[config.mk]
export PLATFORM = sky130hd
export DESIGN_NAME = imm_chunker_flat
export DESIGN_NICKNAME = d
export VERILOG_FILES = /design/src/rtl/imm_chunker_if.sv /design/src/rtl/imm_chunker.sv /design/src/flat_wrapper.sv
export SDC_FILE = /design/constraint.sdc
export NUM_CORES = 1
export LEC_CHECK = 0
export ABC_CLOCK_PERIOD_IN_PS = 2100
export CAP_MARGIN = 20
export CORE_MARGIN = 2
export CORE_UTILIZATION = 40
export DETAILED_ROUTE_END_ITERATION = 8
export GPL_TIMING_DRIVEN = 0
export HOLD_SLACK_MARGIN = 0.02
export PLACE_DENSITY_LB_ADDON = 0.25
export SLEW_MARGIN = 20
export SYNTH_ARGS = -nofsm -noshare
export SYNTH_HDL_FRONTEND = slang
export SYNTH_SLANG_ARGS = --single-unit
[constraint.sdc]
create_clock -name clk -period 2.1 [get_ports clk]
set_input_delay 0.42 -clock clk [delete_from_list [all_inputs] [get_ports clk]]
set_output_delay 0.42 -clock clk [all_outputs]
set_load 0.1 [all_outputs]
[src/rtl/imm_chunker_if.sv]
// Handshake bundle for imm_chunker: constant input channel and chunk output channel.
interface imm_chunker_if;
    logic        in_valid;
    logic        in_ready;
    logic [15:0] in_data;
    logic        imm_valid;
    logic        imm_ready;
    logic [5:0]  imm_out;
    logic        imm_op;
    logic        imm_last;

    modport master (
        output in_valid, in_data, imm_ready,
        input  in_ready, imm_valid, imm_out, imm_op, imm_last
    );

    modport slave (
        input  in_valid, in_data, imm_ready,
        output in_ready, imm_valid, imm_out, imm_op, imm_last
    );
endinterface

[src/rtl/imm_chunker.sv]
// Splits a 16-bit constant into 1..3 LOAD/SHOR immediate chunks, MSB chunk first.
module imm_chunker #(
    parameter bit ALLOW_SHORT = 1'b1
) (
    input  logic          clk,
    input  logic          rst_n,
    imm_chunker_if.slave  bus,
    output logic          busy
);

    typedef enum logic {IDLE, EMIT} state_e;

    state_e      state_q, state_d;
    logic [15:0] data_q, data_d;
    logic [1:0]  n_q, n_d;
    logic [1:0]  k_q, k_d;

    logic [1:0]  n_new;
    logic [1:0]  remain;
    logic [15:0] shifted;
    logic        fits6, fits11;
    logic        last, fire, accept;

    // Sign bits above the chunk must all agree for the short forms.
    assign fits6  = (&bus.in_data[15:5])  | ~(|bus.in_data[15:5]);
    assign fits11 = (&bus.in_data[15:10]) | ~(|bus.in_data[15:10]);

    always_comb begin
        n_new = 2'd3;
        if (ALLOW_SHORT) begin
            if (fits6) begin
                n_new = 2'd1;
            end else if (fits11) begin
                n_new = 2'd2;
            end
        end
    end

    assign busy   = (state_q == EMIT);
    assign last   = (k_q == n_q - 2'd1);
    assign remain = n_q - 2'd1 - k_q;

    always_comb begin
        shifted = data_q;
        unique case (remain)
            2'd1:    shifted = data_q >> 5;
            2'd2:    shifted = data_q >> 10;
            default: shifted = data_q;
        endcase
    end

    always_comb begin
        bus.imm_valid = busy;
        bus.imm_op    = busy && (k_q != 2'd0);
        bus.imm_last  = busy && last;
        bus.imm_out   = 6'd0;
        if (busy) begin
            bus.imm_out = (k_q == 2'd0) ? shifted[5:0]
                                        : {1'b0, shifted[4:0]};
        end
    end

    // Ready is granted while the final chunk drains so constants chain without gaps.
    assign fire         = busy && bus.imm_ready;
    assign bus.in_ready = !busy || (fire && last);
    assign accept       = bus.in_valid && bus.in_ready;

    always_comb begin
        state_d = state_q;
        data_d  = data_q;
        n_d     = n_q;
        k_d     = k_q;
        priority case (1'b1)
            accept: begin
                state_d = EMIT;
                data_d  = bus.in_data;
                n_d     = n_new;
                k_d     = 2'd0;
            end
            fire && last: begin
                state_d = IDLE;
                k_d     = 2'd0;
            end
            fire: begin
                k_d = k_q + 2'd1;
            end
            default: ;
        endcase
    end

    always_ff @(posedge clk or negedge rst_n) begin
        if (!rst_n) begin
            state_q <= IDLE;
            data_q  <= 16'd0;
            n_q     <= 2'd0;
            k_q     <= 2'd0;
        end else begin
            state_q <= state_d;
            data_q  <= data_d;
            n_q     <= n_d;
            k_q     <= k_d;
        end
    end

endmodule

[src/flat_wrapper.sv]
// flat-port wrapper written by rule: the top's interface ports become plain ports
module imm_chunker_flat 
#(
    parameter bit ALLOW_SHORT = 1'b1
)
  (clk, rst_n, busy, bus_in_valid, bus_in_data, bus_imm_ready, bus_in_ready, bus_imm_valid, bus_imm_out, bus_imm_op, bus_imm_last);
  imm_chunker_if bus_i ();
  input  logic clk;
  input  logic rst_n;
  output logic busy;
  input wire logic [$bits(bus_i.in_valid)-1:0] bus_in_valid;
  input wire logic [$bits(bus_i.in_data)-1:0] bus_in_data;
  input wire logic [$bits(bus_i.imm_ready)-1:0] bus_imm_ready;
  output wire logic [$bits(bus_i.in_ready)-1:0] bus_in_ready;
  output wire logic [$bits(bus_i.imm_valid)-1:0] bus_imm_valid;
  output wire logic [$bits(bus_i.imm_out)-1:0] bus_imm_out;
  output wire logic [$bits(bus_i.imm_op)-1:0] bus_imm_op;
  output wire logic [$bits(bus_i.imm_last)-1:0] bus_imm_last;
  assign bus_i.in_valid = bus_in_valid;
  assign bus_i.in_data = bus_in_data;
  assign bus_i.imm_ready = bus_imm_ready;
  assign bus_in_ready = bus_i.in_ready;
  assign bus_imm_valid = bus_i.imm_valid;
  assign bus_imm_out = bus_i.imm_out;
  assign bus_imm_op = bus_i.imm_op;
  assign bus_imm_last = bus_i.imm_last;
  imm_chunker #(.ALLOW_SHORT(ALLOW_SHORT)) u_core (.clk(clk), .rst_n(rst_n), .bus(bus_i), .busy(busy));
endmodule
==> results of run 1 <==
cell type report:
cell class | instances | share of cell area, %
multi-input combinational | 75 | 41.67
tap | 31 | 1.928
buffer | 4 | 2.799
inverter | 6 | 1.306
timing repair buffer | 43 | 24.50
clock inverter | 1 | 0.3731
sequential | 21 | 26.31
clock buffer | 3 | 1.119
through the flow:
stage	std cells	utilization (%)	TNS, ps	cell area [µm²]
5_1_grt	184	72.33	-5296	2012
2_1_floorplan	106	-	-2600	1295
4_1_cts	178	68.42	-3883	1903
3_3_place_gp	167	58.75	-9052	1634
3_5_place_dp	167	58.75	-9361	1634
6_report	184	72.33	-4256	2012
layout by cell type, fill, tap and decap left out, drive strengths merged, types with 2 or more instances in the layout:
master,netlist,layout
dfrtp,21,21
a21oi,7,7
buf,2,25
nor2,17,17
a31oi,3,3
mux2,17,17
o21ai,3,3
nor3,2,2
nand2,4,4
clkdlybuf4s50,0,19
ha,4,4
or4,2,2
clkbuf,2,5
a22oi,5,5
clkinvlp,0,2
inv,6,5
cells by family (layout without fill, tap and decap cells):
kind of cell,Yosys count,in the layout,share of synthesized area [%]
mux,17,17,18.87
fa+ha+maj,4,4,4.265
compound gates,21,21,12.26
flops,21,21,44.78
buf+inv,10,57,4.904
simple gates,31,31,12.15
xor+xnor,2,2,2.772
synthesized netlist by cell type (2+ instances only):
| cell type | instances |
|---|---|
| a31oi_1 | 3 |
| ha_1 | 4 |
| nand2_1 | 4 |
| dfrtp_1 | 21 |
| nor2_1 | 17 |
| a21oi_1 | 7 |
| o21ai_0 | 3 |
| nor3_1 | 2 |
| clkbuf_1 | 2 |
| a22oi_1 | 5 |
| or4_1 | 2 |
| mux2_2 | 9 |
| inv_1 | 6 |
| mux2_4 | 8 |
how the worst max path moves through the flow:
stage                        from             end  slack, ps  cells past startpoint
finish              u_core.n_q[1]  bus_imm_out[2]       -640                      9
global route        u_core.n_q[0]  bus_imm_out[4]       -720                      9
CTS                 u_core.k_q[1]  bus_imm_out[3]       -630                      9
floorplan           u_core.n_q[0]  bus_imm_out[5]       -490                      5
global placement    u_core.n_q[0]  bus_imm_out[0]      -1240                      8
detailed placement  u_core.n_q[0]  bus_imm_out[4]      -1280                      8
worst max-delay path, stage by stage, from the launching register on:
cell and delay, ps:
dfrtp_1 380, xnor3_2 490, xnor2_4 230, inv_2 70, ha_4 200, a22oi_2 190
nor2_2 60, a21oi_2 170, nor2_4 60, buf_12 160
metal layers:
layer | GRT usage, % | share of wire [%]
met1 | 23.50 | 39
met5 | 0 | 0
met2 | 37.66 | 56
met4 | 4.983 | 0.71
met3 | 5.134 | 4.2
repair_timing:
item | 4_1_cts | 5_1_grt
buffers inserted | 7 | 6
setup endpoints to repair | 11 | 17
pin swaps | 9 | 8
resized for setup | 101 | 16
hold endpoints to repair | 0 | 0
hold buffers | 0 | 0
state kept, by name, summed over array words and instances, names as in the netlist:
register	cells
u_core.bus.imm_valid	1
u_core.data_q	16
u_core.k_q	2
u_core.n_q	2
==> results.toml, run 1 <==
[synth]
synthFlopType = "dfrtp_1"
synth_area_leaders = "dfrtp_1 (45%), mux2_4 (10%), mux2_2 (8.6%)"
ys_seq_area_share_pct = 44.78
avgSynthCellArea_um2 = 11.07
yosysWarnings = 0
synth.cell_area_um2 = 1174
yosys_register_bits = 21
synth_nets = 130
async_flop_share_pct = 100.0
synth_top_cell_area_share_pct = 44.78
ys_types = 27
syn_inst = 106
synth_edf_count = 0
yosysTopAreaCell = "dfrtp_1"

[drt]
wl_per_cell_um = 17.57
num_vias = 1002
ant_nets = 0
drc = 0
drt_iter0_drc = 28
first_pass_iters = 4
drt_wl_total_mm = 3.233
viasPerCell = 5.446

[placement]
dp.final_hpwl_mm = 2.025
numPortBuffers = 30
dp_worst_setup_slack_ps = -1276
place_congestion = 0.7548

[floorplanning]
rows = 19
die_h_um = 58.17
initial_core_util_pct = 42.20
fp.coreArea_um2 = 2781
ios = 31
dieArea_um2 = 3383
die_width_um = 58.17

[worst_setup_path]
cp_max_fo = 6
cp.required_ps = 1680
reg2reg_to = "u_core.data_q[12]"
critical_path_class = "flop to output pin"
start_kind = "flop"
rrSetupSlack_ps = -20
critPathCaptureType = "output pin"
reg2reg_depth = 7
cp.arrival_ps = 2320
regToRegStartpoint = "u_core.n_q[1]"

[final_layout]
fillers = 183
area_growth_pct = 71.43
drive_above_1_share_pct = 56.21
multi_input_area_um2 = 838.3
antennaDiodeCount = 0
fin_nets = 178
seqCellArea_um2 = 529.3

[job]
drv_cap = 0

[cts]
tritoncts = "done"
htreeDepth = 1
ctsLongestPathBuffers = 2
cts_inserted_buffers = 3
insertion_delay_ps = 310
clock-sinks = 21
cts_root_buffer = "clkbuf_4"
clkSlewWorstSetupHoldPaths_ps = 130

[sta]
hold_ws_ps = 553.1
finClkSkew_ps = 3.491
fin_crit_sh_pct = 130.3
fmax_mhz = 365.4
tightest_slew_ps = 958.2
finalCriticalPeriod_ps = 2737
finalWorstSetupSlack_ps = -636.9
slew_headroom_pct = 35.92
finalMaxSlewViolations = 0
hold_viol_final = 0
grt_setup_unrepaired = "true"
finalSetupViolations = 23

[global_route]
grt_pass1_wl_mm = 5.085
grt.total_usage_pct = 20.42
grt_pass1_vias = 992
grt.overflow.total = 0
grt_start_max_net_pins = 22
antenna_found_initial = 0

[hold_path]
min_to = "u_core.data_q[14]"
worstHoldStart = "u_core.data_q[14]"
min_path_cells = 1
hp-class = "flop to flop"

[run_status]
status = "finished, violations left"
failed_checks = "setup timing"
Power of run 1 is left out: the tool's default activity adds up to more than one toggle a clock period on the data nets, which glitch-free logic cannot reach.
==> run 2: changes to the inputs <==
--- a/config.mk
+++ b/config.mk
@@ -7,7 +7,7 @@
 export LEC_CHECK = 0
 export ABC_CLOCK_PERIOD_IN_PS = 2100
 export CAP_MARGIN = 20
-export CORE_MARGIN = 2
+export CORE_MARGIN = 1
 export CORE_UTILIZATION = 40
 export DETAILED_ROUTE_END_ITERATION = 8
 export GPL_TIMING_DRIVEN = 0
==> run 2 against run 1 <==
  * Cell count shrank 2.7%
  * Fmax increased by 2.3%
  * Global-route usage is 2.2 points lower
  * Clock-buffer cell count unchanged
  * Setup slack better by 63 ps
  * Die area down 6.8%
  * The run still ends with setup timing left
==> results.toml, run 2 (same netlist as run 1, synthesis figures left out) <==
[sta]
slew_headroom_pct = 36.65
finalMaxSlewViolations = 0
finalCriticalPeriod_ps = 2674
hold_viol_final = 0
fmax_mhz = 374.0
finalSetupViolations = 11
tightest_slew_ps = 954.0
fin_tns_setup_ps = -3667
grt_setup_unrepaired = "true"
finClkSkew_ps = 8.481
finalWorstSetupSlack_ps = -574.0
fin_crit_sh_pct = 127.3

[final_layout]
antennaDiodeCount = 0
drive_above_1_share_pct = 52.70
seqCellArea_um2 = 529.3
fin_nets = 173
layout_commonest_cell = "dfrtp_1"
multi_input_area_um2 = 793.3
largest_reg_flops = 16
final_cell_mix = "dfrtp_1 (20), clkdlybuf4s50_1 (19), buf_12 (10)"
postLayoutCoreUtil_pct = 69.78
area_growth_pct = 63.97
fillers = 192
regMostFlops = "u_core.data_q"
top_regs = "u_core.data_q x16, u_core.k_q x2, u_core.n_q x2"
fin_cells = 179

[hold_path]
hp-class = "flop to flop"

[global_route]
grt_pass1_vias = 967
gr-usage-met2_pct = 31.29
grt.overflow.total = 0
grt_util_met3_pct = 5.814
grt_pass1_wl_mm = 4.429
grt-busiest-layer = "met2"
antenna_found_initial = 0
grtUsageMet1_pct = 22.29
grt_start_max_net_pins = 22
grt.total_usage_pct = 18.22

[cts]
htreeDepth = 1
cts_inserted_buffers = 3
tritoncts = "done"
cts_root_buffer = "clkbuf_4"
insertion_delay_ps = 310
ctsLongestPathBuffers = 2
clock-sinks = 21
clkSlewWorstSetupHoldPaths_ps = 120

[worst_setup_path]
critPathCaptureType = "output pin"
path_buf_inv = 2
crit_family = "XOR/XNOR gates"
cp_max_fo = 6
start_kind = "flop"
critical_path_class = "flop to output pin"
crit_slowest_cell = "xnor3_2"
critPathMaxStageDelay_ps = 500
crit_chain = "xnor3_2, xnor2_4, inv_2, ha_4, a22oi_2, nor2_2, a21oi_2, nor2_4, buf_12"
cp.required_ps = 1680
cp.arrival_ps = 2250

[drt]
drt_wl_total_mm = 2.736
drc = 0
num_vias = 935
first_pass_iters = 4
drt_iter0_drc = 17
ant_nets = 0
viasPerCell = 5.223
wl_per_cell_um = 15.28

[job]
drv_cap = 0

[floorplanning]
die_width_um = 56.17
initial_core_util_pct = 42.56
dieArea_um2 = 3155
rows = 19
die_h_um = 56.17
ios = 31
fp.coreArea_um2 = 2758

[run_status]
failed_checks = "setup timing"
status = "finished, violations left"

[placement]
place_inst = 167
dp_worst_setup_slack_ps = -1278
numPortBuffers = 30
dp.final_hpwl_mm = 1.917
place_congestion = 0.7667
## run 2: path summary, 6_finish.rpt
path                                from              endpoint  slack, ps  depth (start not counted)
min reg2reg                u_core.n_q[1]         u_core.n_q[1]        530                          1
min                        u_core.n_q[1]         u_core.n_q[1]        530                          1
min in group asynchronous          rst_n     u_core.data_q[11]        600                          1
max reg2reg                u_core.n_q[1]      u_core.data_q[3]        -10                          6
max in group asynchronous          rst_n  u_core.bus.imm_valid        830                          1
max                        u_core.n_q[1]        bus_imm_out[0]       -570                          9
## run 2: per-layer routing
layer / vias to the layer above / share of wire [%]
met2: 24 / 52
li1: 466 / -
met1: 441 / 42
met4: 0 / 1.6
met5: - / 0
met3: 4 / 4.5
## run 2: per-stage QoR
| stage | instance area (µm²) | hold slack [ps] |
|---|---|---|
| floorplan | 1295 | 124.4 |
| global placement | 1634 | 498.3 |
| detailed placement | 1634 | 499.0 |
| CTS | 1844 | 538.7 |
| global route | 1924 | 550.8 |
| finish | 1924 | 532.8 |
## run 2: area by class of cell
type	instances	share of cell area, %
well taps	31	2.016
multi-input cells	75	41.22
inverters	6	1.365
clock buffers	3	1.170
flip-flops and latches	21	27.50
clock inverters	1	0.2601
repair buffers	38	23.54
plain buffers	4	2.926
## run 2: repair_timing
action	in CTS	in global routing
hold buffers	0	0
setup endpoints to repair	11	8
setup buffers	4	4
resized for setup	96	11
pin swaps	3	4
Power of run 2 is left out for the same reason.
==> run 3: changes to the inputs <==
--- a/config.mk
+++ b/config.mk
@@ -7,8 +7,10 @@
 export LEC_CHECK = 0
 export ABC_CLOCK_PERIOD_IN_PS = 2100
 export CAP_MARGIN = 20
+export CELL_PAD_IN_SITES_DETAIL_PLACEMENT = 0
+export CELL_PAD_IN_SITES_GLOBAL_PLACEMENT = 1
 export CORE_MARGIN = 1
-export CORE_UTILIZATION = 40
+export CORE_UTILIZATION = 33
 export DETAILED_ROUTE_END_ITERATION = 8
 export GPL_TIMING_DRIVEN = 0
 export HOLD_SLACK_MARGIN = 0.02
==> run 3 against run 2 <==
  * Highest routed layer unchanged
  * Core utilization shrank 12 points
  * Setup slack lost 14 ps
  * Final area grew 0.65%
  * The run still ends with setup timing left
  * Sequential share of layout area shrank 0.18 points
==> results.toml, run 3 (same netlist as run 1, synthesis figures left out) <==
[floorplanning]
die_width_um = 61.64
fp.coreArea_um2 = 3363
dieArea_um2 = 3799
die_h_um = 61.64
initial_core_util_pct = 34.90
ios = 31
rows = 21

[worst_setup_path]
critPathMaxStageDelay_ps = 430
cp.arrival_ps = 2270
critical_path_class = "flop to output pin"
crit_slowest_cell = "xnor3_2"
cp_max_fo = 6
crit_chain = "xnor3_2, xnor2_4, inv_1, ha_4, a22oi_2, nor2_2, a21oi_2, nor2_4, buf_12"
start_kind = "flop"
critPathCaptureType = "output pin"
cp.required_ps = 1680

[drt]
viasPerCell = 4.904
drt_wl_total_mm = 2.753
wl_per_cell_um = 13.90
drt_iter0_drc = 28
ant_nets = 0
first_pass_iters = 4
num_vias = 971
drc = 0

[cts]
htreeDepth = 1
insertion_delay_ps = 310
cts_root_buffer = "clkbuf_4"
clock-sinks = 21
tritoncts = "done"
clkSlewWorstSetupHoldPaths_ps = 130
cts_inserted_buffers = 3
ctsLongestPathBuffers = 2
hold_buffers = 0

[final_layout]
antennaDiodeCount = 0
layout_commonest_cell = "dfrtp_1"
drive_above_1_share_pct = 54.61
fin_nets = 177
final_cell_mix = "dfrtp_1 (20), clkdlybuf4s50_1 (18), buf_4 (14)"
postLayoutCoreUtil_pct = 57.59
fin_area_um2 = 1937
area_growth_pct = 65.03
regMostFlops = "u_core.data_q"
seqCellArea_um2 = 529.3
fillers = 314
multi_input_area_um2 = 782.0
largest_reg_flops = 16
top_regs = "u_core.data_q x16, u_core.k_q x2, u_core.n_q x2"

[sta]
finalSetupViolations = 8
finalCriticalPeriod_ps = 2688
finalWorstSetupSlack_ps = -587.8
tightest_slew_ps = 954.4
finClkSkew_ps = 7.417
slew_headroom_pct = 36.63
fin_crit_sh_pct = 128.0
hold_viol_final = 0
grt_setup_unrepaired = "true"
fmax_mhz = 372.1
hold_ws_ps = 47.41
finalMaxSlewViolations = 0

[placement]
dp.final_hpwl_mm = 1.985
place_congestion = 0.7462
placed_area_um2 = 1653
numPortBuffers = 30

[global_route]
grt_start_max_net_pins = 22
grt_pass1_vias = 934
grt.total_usage_pct = 15.61
antenna_found_initial = 0
grt_pass1_wl_mm = 4.264
grt.overflow.total = 0

[job]
drv_cap = 0

[run_status]
status = "finished, violations left"
failed_checks = "setup timing"

[hold_path]
hp-class = "input pin to asynchronous set/reset pin"
[run 3: path summary, 6_finish.rpt]
check | end | slack (ps) | from | cells past startpoint
worst max-delay path | bus_imm_out[2] | -590 | u_core.k_q[1] | 9
worst min register to register | u_core.data_q[12] | 550 | u_core.data_q[12] | 1
max in group asynchronous | u_core.bus.imm_valid | 1680 | rst_n | 1
worst min-delay path | u_core.data_q[13] | 50 | rst_n | 1
min in group clk | u_core.data_q[12] | 550 | u_core.data_q[12] | 1
worst max register to register | u_core.data_q[5] | 80 | u_core.k_q[1] | 6
[run 3: layout make-up]
class                           instances  area share, %
Inverter                                6          1.357
Clock buffer                            3          1.163
Buffer                                  4          2.842
Sequential cell                        21          27.33
Clock inverter                          1         0.3876
Timing Repair Buffer                   42          23.58
Multi-Input combinational cell         75          40.37
Tap cell                               46          2.972
[run 3: per-layer routing]
layer,vias up,GRT usage [%],share of wire [%]
li1,471,-,-
met1,476,19.95,46
met2,22,26.88,49
met3,2,3.992,4.4
met4,0,2.857,0.54
met5,-,0,0
[run 3: stage by stage]
stage,TNS (ps),worst slack (ps),instances
2_1_floorplan,-2600,-487.9,106
3_3_place_gp,-9275,-1248,182
3_5_place_dp,-9669,-1276,182
4_1_cts,-3646,-589.4,192
5_1_grt,-4425,-693.2,198
6_report,-3717,-587.8,198
[run 3: repair_timing]
| item | 4_1_cts | 5_1_grt |
|---|---|---|
| setup buffers | 6 | 6 |
| pin swaps | 5 | 2 |
| gates resized for setup | 97 | 4 |
| setup endpoints to repair | 11 | 17 |
| hold endpoints to repair | 0 | 0 |
[run 3: worst max-delay path: cells and delay by family, from the launching register on]
kind            cells  cell delay [ps]
fa+ha+maj           1              200
xor+xnor            2              610
compound gates      2              360
flops               1              420
simple gates        2              100
buf+inv             2              250
Power of run 3 is left out for the same reason.
